File: src/rtl/sipo_deserializer_if.sv
// Parallel-side bundle for the serial receiver: serial bit strobe inputs,
// the word valid/ready handshake and the status flags.
interface sipo_deserializer_if #(parameter int WIDTH = 8);
    logic             serial_in;
    logic             bit_en;
    logic             frame_start;
    logic [WIDTH-1:0] out_data;
    logic             out_valid;
    logic             out_ready;
    logic             busy;
    logic             overrun;
    logic             frame_err;
    logic             clear_err;

    modport slave (
        input  serial_in, bit_en, frame_start, out_ready, clear_err,
        output out_data, out_valid, busy, overrun, frame_err
    );

    modport master (
        output serial_in, bit_en, frame_start, out_ready, clear_err,
        input  out_data, out_valid, busy, overrun, frame_err
    );
endinterface

File: src/rtl/sipo_deserializer.sv
// Serial-to-parallel receiver: hunts for a frame marker, assembles WIDTH-bit
// words and offers them on a valid/ready port with sticky overrun/framing flags.
module sipo_deserializer #(
    parameter int WIDTH     = 8,
    parameter bit MSB_FIRST = 1'b1
) (
    input  logic                clk,
    input  logic                rst,
    sipo_deserializer_if.slave  bus
);
    localparam int CW = $clog2(WIDTH);
    localparam logic [CW-1:0] LAST = CW'(WIDTH - 1);

    typedef enum logic {HUNT, SHIFT} state_e;

    state_e           state_q, state_d;
    logic [CW-1:0]    count_q, count_d;
    logic [WIDTH-1:0] shift_q, shift_d;
    logic [WIDTH-1:0] out_data_q, out_data_d;
    logic             out_valid_q, out_valid_d;
    logic             busy_q, busy_d;
    logic             overrun_q, overrun_d;
    logic             frame_err_q, frame_err_d;
    logic             word_done, frame_set;

    function automatic logic [WIDTH-1:0] ins(input logic [WIDTH-1:0] v, input logic b);
        if (MSB_FIRST) return {v[WIDTH-2:0], b};
        else           return {b, v[WIDTH-1:1]};
    endfunction

    always_ff @(posedge clk) begin
        if (rst) begin
            state_q     <= HUNT;
            count_q     <= '0;
            shift_q     <= '0;
            out_data_q  <= '0;
            out_valid_q <= 1'b0;
            busy_q      <= 1'b0;
            overrun_q   <= 1'b0;
            frame_err_q <= 1'b0;
        end else begin
            state_q     <= state_d;
            count_q     <= count_d;
            shift_q     <= shift_d;
            out_data_q  <= out_data_d;
            out_valid_q <= out_valid_d;
            busy_q      <= busy_d;
            overrun_q   <= overrun_d;
            frame_err_q <= frame_err_d;
        end
    end

    // A frame marker always restarts from an empty register so a discarded
    // partial word can never leak bits into the next one.
    always_comb begin
        state_d   = state_q;
        count_d   = count_q;
        shift_d   = shift_q;
        word_done = 1'b0;
        frame_set = 1'b0;
        if (bus.bit_en) begin
            if (bus.frame_start) begin
                state_d   = SHIFT;
                count_d   = CW'(1);
                shift_d   = ins('0, bus.serial_in);
                frame_set = (state_q == SHIFT) && (count_q != '0);
            end else if (state_q == SHIFT) begin
                shift_d = ins(shift_q, bus.serial_in);
                if (count_q == LAST) begin
                    count_d   = '0;
                    word_done = 1'b1;
                end else begin
                    count_d = count_q + CW'(1);
                end
            end
        end
    end

    always_comb begin
        out_data_d  = out_data_q;
        out_valid_d = out_valid_q;
        overrun_d   = overrun_q && !bus.clear_err;
        frame_err_d = (frame_err_q && !bus.clear_err) || frame_set;
        busy_d      = (state_d == SHIFT) && (count_d != '0);
        if (word_done) begin
            if (!out_valid_q || bus.out_ready) begin
                out_data_d  = shift_d;
                out_valid_d = 1'b1;
            end else begin
                overrun_d = 1'b1;
            end
        end else if (out_valid_q && bus.out_ready) begin
            out_valid_d = 1'b0;
        end
    end

    assign bus.out_data  = out_data_q;
    assign bus.out_valid = out_valid_q;
    assign bus.busy      = busy_q;
    assign bus.overrun   = overrun_q;
    assign bus.frame_err = frame_err_q;
endmodule

File: src/flat_wrapper.sv
// flat-port wrapper written by rule: the top's interface ports become plain ports
module sipo_deserializer_flat 
#(
    parameter int WIDTH     = 8,
    parameter bit MSB_FIRST = 1'b1
)
  (clk, rst, bus_serial_in, bus_bit_en, bus_frame_start, bus_out_ready, bus_clear_err, bus_out_data, bus_out_valid, bus_busy, bus_overrun, bus_frame_err);
  sipo_deserializer_if #(.WIDTH(WIDTH)) bus_i ();
  input  logic clk;
  input  logic rst;
  input wire logic [$bits(bus_i.serial_in)-1:0] bus_serial_in;
  input wire logic [$bits(bus_i.bit_en)-1:0] bus_bit_en;
  input wire logic [$bits(bus_i.frame_start)-1:0] bus_frame_start;
  input wire logic [$bits(bus_i.out_ready)-1:0] bus_out_ready;
  input wire logic [$bits(bus_i.clear_err)-1:0] bus_clear_err;
  output wire logic [$bits(bus_i.out_data)-1:0] bus_out_data;
  output wire logic [$bits(bus_i.out_valid)-1:0] bus_out_valid;
  output wire logic [$bits(bus_i.busy)-1:0] bus_busy;
  output wire logic [$bits(bus_i.overrun)-1:0] bus_overrun;
  output wire logic [$bits(bus_i.frame_err)-1:0] bus_frame_err;
  assign bus_i.serial_in = bus_serial_in;
  assign bus_i.bit_en = bus_bit_en;
  assign bus_i.frame_start = bus_frame_start;
  assign bus_i.out_ready = bus_out_ready;
  assign bus_i.clear_err = bus_clear_err;
  assign bus_out_data = bus_i.out_data;
  assign bus_out_valid = bus_i.out_valid;
  assign bus_busy = bus_i.busy;
  assign bus_overrun = bus_i.overrun;
  assign bus_frame_err = bus_i.frame_err;
  sipo_deserializer #(.WIDTH(WIDTH), .MSB_FIRST(MSB_FIRST)) u_core (.clk(clk), .rst(rst), .bus(bus_i));
endmodule
File: config.mk
export PLATFORM = sky130hd
export DESIGN_NAME = sipo_deserializer_flat
export DESIGN_NICKNAME = d
export VERILOG_FILES = /design/src/rtl/sipo_deserializer_if.sv /design/src/rtl/sipo_deserializer.sv /design/src/flat_wrapper.sv
export SDC_FILE = /design/constraint.sdc
export NUM_CORES = 1
export LEC_CHECK = 0
export CELL_PAD_IN_SITES_DETAIL_PLACEMENT = 1
export CELL_PAD_IN_SITES_GLOBAL_PLACEMENT = 1
export CORE_AREA = 2 2 55 57
export CTS_BUF_LIST = sky130_fd_sc_hd__clkbuf_8
export DETAILED_ROUTE_END_ITERATION = 10
export DIE_AREA = 0 0 57 59
export PLACE_DENSITY_LB_ADDON = 0.25
export SLEW_MARGIN = 0
export SYNTH_ARGS = -nofsm -noshare
export SYNTH_HDL_FRONTEND = slang
export SYNTH_SLANG_ARGS = --single-unit
File: constraint.sdc
create_clock -name clk -period 2.05 [get_ports clk]
set_clock_uncertainty 0.05 [all_clocks]
set_input_delay 0.41 -clock clk [delete_from_list [all_inputs] [get_ports clk]]
set_output_delay 0.41 -clock clk [all_outputs]
set_load 0.005 [all_outputs]
Word level (Yosys, flattened, before mapping)
Cells that the tools add are included.

Reduce and logical (&&, ||, !) cells: 14. Multiplexer cells: 20. Add/sub/neg operators: 1. Equal/unequal tests: 2.

Operator list (number): 2-to-1 mux 8 bit (3); 2-to-1 mux 1 bit (13); 2-to-1 mux 3 bit (4); nonzero test 3 bit (2); logical AND 1 bit (5); AND reduction 2 bit (2); adder 3 x 1 -> 3 bit (second input constant) (1); equality test 3 bit (second input constant) (1); zero test 1 bit (2); logical OR 1 bit (2); != test 2 bit (second input constant) (1); nonzero test 2 bit (1).

Flip-flop bits (word level): 24. Input bits: 7. Output and inout bits: 12.

Longest topological paths before layout
Depth in word-level cells: 7. Gate-level depth with buffers: 7. Gate-level depth less buffers: 6.

Worst setup path after synthesis
Ideal clock, no wire load.

Path kind: register -> register. Start point: register u_core.count_q[0]. End point: register u_core.out_data_q[1] (netlist: u_core.bus.out_data[1]). Buffers on the path: 1. Setup slack: 542 ps. Library setup time: 128 ps. Period minus slack after synthesis: 1508 ps. Data arrival time: 1330 ps. Cell stages (with the launch flop): 8. Path through: dfxtp_1 > ha_1 > ha_1 > nand4b_2 > nor3b_2 > buf_6 > mux2i_1 > nor2_1.

Longest elaborated chain between the ends: 6.

Ends and longest elaborated chain: start, declared (line sipo_deserializer.sv:17) `logic [CW-1:0] count_q, count_d;`; start signal, assigned (line sipo_deserializer.sv:43) `count_q <= count_d;`; equality test 3 bit (line sipo_deserializer.sv:69) `if (count_q == LAST) begin`; 2-to-1 mux 1 bit (line sipo_deserializer.sv:69); 2-to-1 mux 1 bit (line sipo_deserializer.sv:67) `end else if (state_q == SHIFT) begin`; 2-to-1 mux 1 bit (line sipo_deserializer.sv:62) `if (bus.frame_start) begin`; 2-to-1 mux 1 bit (line sipo_deserializer.sv:61) `if (bus.bit_en) begin`; AND reduction 2 bit (no line); end signal, assigned (line sipo_deserializer.sv:45) `out_data_q <= out_data_d;`; end, declared (line sipo_deserializer.sv:19) `logic [WIDTH-1:0] out_data_q, out_data_d;`.

Every way passes these cells. A chain may end at the register's enable or synchronous reset.

Worst setup path after layout
Start point: input bus_bit_en. End point: register u_core.out_data_q[3] (netlist: u_core.bus.out_data[3]).

Longest elaborated chain between the ends: 2.

Ends and longest elaborated chain: start, declared (line flat_wrapper.sv:12) `input wire logic [$bits(bus_i.bit_en)-1:0] bus_bit_en;`; 2-to-1 mux 1 bit (line sipo_deserializer.sv:61); AND reduction 2 bit (no line).

Parallel ways exist; a longest one is shown, timed or not.

==> impl_metrics.py <==
metrics = {
    "final_layout": {
        "nFillCells": 338,
        "nNetsFinal": 152,
        "multi_input_area_sq_um": 502,
        "final_layout_size_suffix_gt1_frac": 0.0786,
        "fin_util": 0.481,
        "register_area_sq_um": 480,
        "syn_to_final_growth_pct": 25.0,
        "diodes": 0,
        "design_area_sq_um": 1300,
    },
    "power_and_ir_drop": {
        "ir_drop_mv": 0.340,
        "leakage_nw": 0.469,
        "intPower_uw": 632,
        "p_comb_frac": 0.079,
        "p_sw_uw": 179,
        "clkPwrFrac": 0.332,
        "seqPwrFrac": 0.590,
        "switching_share": 0.221,
        "powerDensity_nw_per_um2": 623,
    },
    "drt": {
        "wl_per_cell_um": 13.9,
        "vias_per_cell": 5.18,
        "first_iter_violations": 14,
        "first_pass_iters": 4,
        "routed_wl_um": 2380,
        "vias": 885,
        "route.detailed.drc": 0,
        "antenna_left": 0,
    },
    "synthesis": {
        "synthMuxAreaShare": 0.0768,
        "synth_xor_xnor_area_share": 0,
        "ys_seq_elements": 24,
        "syn-mean-instance-area_sq_um": 8.61,
        "netlist_area_sq_um": 1040,
        "synth_cells": 121,
        "yosysUniqueCellTypes": 21,
        "ys_warn_count": 0,
        "synth-compound-area-share": 0.138,
        "synth-simple-area-share": 0.230,
        "syn-num-nets": 131,
        "seq_area_frac_synth": 0.461,
        "synthAdderAreaFrac": 0.0360,
        "synth_top_family_by_area": "simple AND/OR/NAND/NOR gates",
    },
    "global_route": {
        "busiest_layer": "met2",
        "grt_antenna_before_repair": 0,
        "grt_pass1_wl_um": 3950,
        "track_usage": 0.152,
        "grtUsageMet2": 0.284,
        "gr-total-overflow": 0,
        "met1_usage": 0.164,
        "grt_max_degree": 25,
        "globalRouteMet3Util": 0.0284,
        "grt_pass1_vias": 951,
    },
    "clock_tree": {
        "clock_sinks": 24,
        "cts_buffer_depth": 2,
        "htreeDepth": 1,
        "cts_root_buffer": "clkbuf_8",
        "clk_latency_ps": 260,
        "cts_tree": "built",
        "cts.clk_slew.worst_paths_ps": 80,
        "cts_setup_buffers": 0,
        "hold_buffers": 0,
        "cts_resized": 0,
        "numCtsBuffers": 3,
    },
    "placed_design": {
        "postPlaceCellArea_sq_um": 1260,
        "hpwl_um": 1690,
        "io_buffers": 18,
        "place_ws_ps": 17.8,
        "gp_congestion": 0.805,
    },
    "critical_path": {
        "crit_arrival_ps": 1850,
        "required_ps": 2150,
        "critical_path.top_delay_family": "buffers and inverters",
        "path_cells": "clkdlybuf4s50_1 -> nand4b_2 -> nor3b_2 -> buf_4 -> mux2i_1 -> nor2_1",
        "critPathCaptureType": "flip-flop",
        "critPathMaxFanout": 9,
        "slowest_delay_ps": 590,
        "path_buf_inv": 2,
        "path_class": "input port to flip-flop",
        "critPathLaunchType": "input port",
        "worst_path_max_delay_cell": "clkdlybuf4s50_1",
    },
    "sta": {
        "period_minus_slack_ps": 1750,
        "grt_setup_unrepaired": "false",
        "max_slew_margin": 0.729,
        "fin_crit_sh": 0.853,
        "max_freq_mhz": 572,
        "setup_viol": 0,
        "worst_pin_slew_ps": 407,
        "tns_ps": 0,
        "slew_viol_final": 0,
        "setup_ws_ps": 302,
        "hold_violations": 0,
    },
    "flow_run": {
        "max_cap_viol_count": 0,
    },
    "floorplan": {
        "die_area_sq_um": 3360,
        "die_w_um": 57,
        "coreArea_sq_um": 2710,
        "fp.dieH_um": 59,
        "rows": 19,
        "start_util": 0.385,
        "pin_count": 19,
    },
    "run_status": {
        "outcome": "completed",
    },
    "min_path": {
        "hp-class": "flip-flop to flip-flop",
    },
}
[synth_stat cells (all sizes together)]
cell type | count | area, sq um
a221oi | 1 | 8.76
nand2b | 9 | 56.3
ha | 3 | 37.5
nor3b | 1 | 12.5
a21oi | 20 | 100
a32oi | 1 | 8.76
clkbuf | 3 | 11.3
nand2 | 3 | 11.3
a211oi | 1 | 12.5
dfxtp | 24 | 480
o21ai | 1 | 5.00
nand4b | 1 | 15.0
and4 | 1 | 8.76
nor2 | 24 | 90.1
mux2i | 8 | 80.1
inv | 6 | 22.5
nor2b | 1 | 6.26
buf | 4 | 26.3
a311oi | 1 | 8.76
nand3 | 8 | 40.0
[routing by layer]
layer,wire (um),part of all wire
met5,0,0
met4,21,0.0088
met3,80,0.034
met2,1230,0.52
met1,1050,0.44
[tightest hold or removal path, cell delays in order, from the launching register on]
cell     delay, ps
dfxtp_1        320
nand2_1         60
a21oi_1         50
[area by class of cell]
class	count	area share
Clock buffer	3	0.0317
Inverter	6	0.0173
Multi-Input combinational cell	84	0.385
Sequential cell	24	0.369
Tap cell	31	0.0298
Timing Repair Buffer	23	0.167
[flip-flops by register name, summed over array words and instances (netlist names)]
register / count
u_core.bus.out_data: 8
u_core.shift_q: 8
u_core.count_q: 3
u_core.bus.busy: 1
u_core.bus.frame_err: 1
u_core.bus.out_valid: 1
u_core.bus.overrun: 1
u_core.state_q: 1
[power by group through the flow]
stage	logic [mW]	registers, mW	clock network, mW
after global routing	0.0691	0.480	0.301
after CTS	0.0642	0.478	0.281
after floorplan	0.0351	0.486	0
final	0.0637	0.478	0.269
after detailed placement	0.0637	0.489	0
after global placement	0.0619	0.489	0
[placed cells by master, fill, tap and decap left out]
master and n:
a311oi_1 1, a32oi_1 1, nand2b_1 9, ha_1 3, inv_1 6, a21oi_1 20
and4_1 1, nor3b_2 1, a221oi_1 1, nor2_1 24, nand4b_2 1, clkdlybuf4s50_1 18
dfxtp_1 24, nor2b_1 1, o21ai_0 1, nand2_1 3, nand3_1 8, clkbuf_8 3
buf_4 5, a211oi_2 1, mux2i_1 8
[logic make-up (layout without fill, tap and decap cells)]
family | count (synthesis) | count (layout)
fa+ha+maj | 3 | 3
mux | 8 | 8
simple gates | 48 | 48
buf+inv | 13 | 32
flops | 24 | 24
compound gates | 25 | 25
[metrics by stage]
| stage | std cells | power (mW) | hold slack, ps |
|---|---|---|---|
| detailed placement | 168 | 0.553 | 433 |
| global route | 171 | 0.849 | 479 |
| CTS | 171 | 0.823 | 445 |
| floorplan | 121 | 0.521 | 392 |
| global placement | 168 | 0.551 | 395 |
| finish | 171 | 0.811 | 428 |
[path summary, 6_finish.rpt]
path	endpoint	slack, ps	startpoint	depth (start not counted)
hold reg to reg	u_core.bus.frame_err	430	u_core.bus.frame_err	2
hold / removal	u_core.bus.frame_err	430	u_core.bus.frame_err	2
setup / recovery	u_core.bus.out_data[3]	300	bus_bit_en	6
setup reg to reg	u_core.bus.out_data[3]	340	u_core.count_q[1]	7
Power figures use the tool's default switching activity.
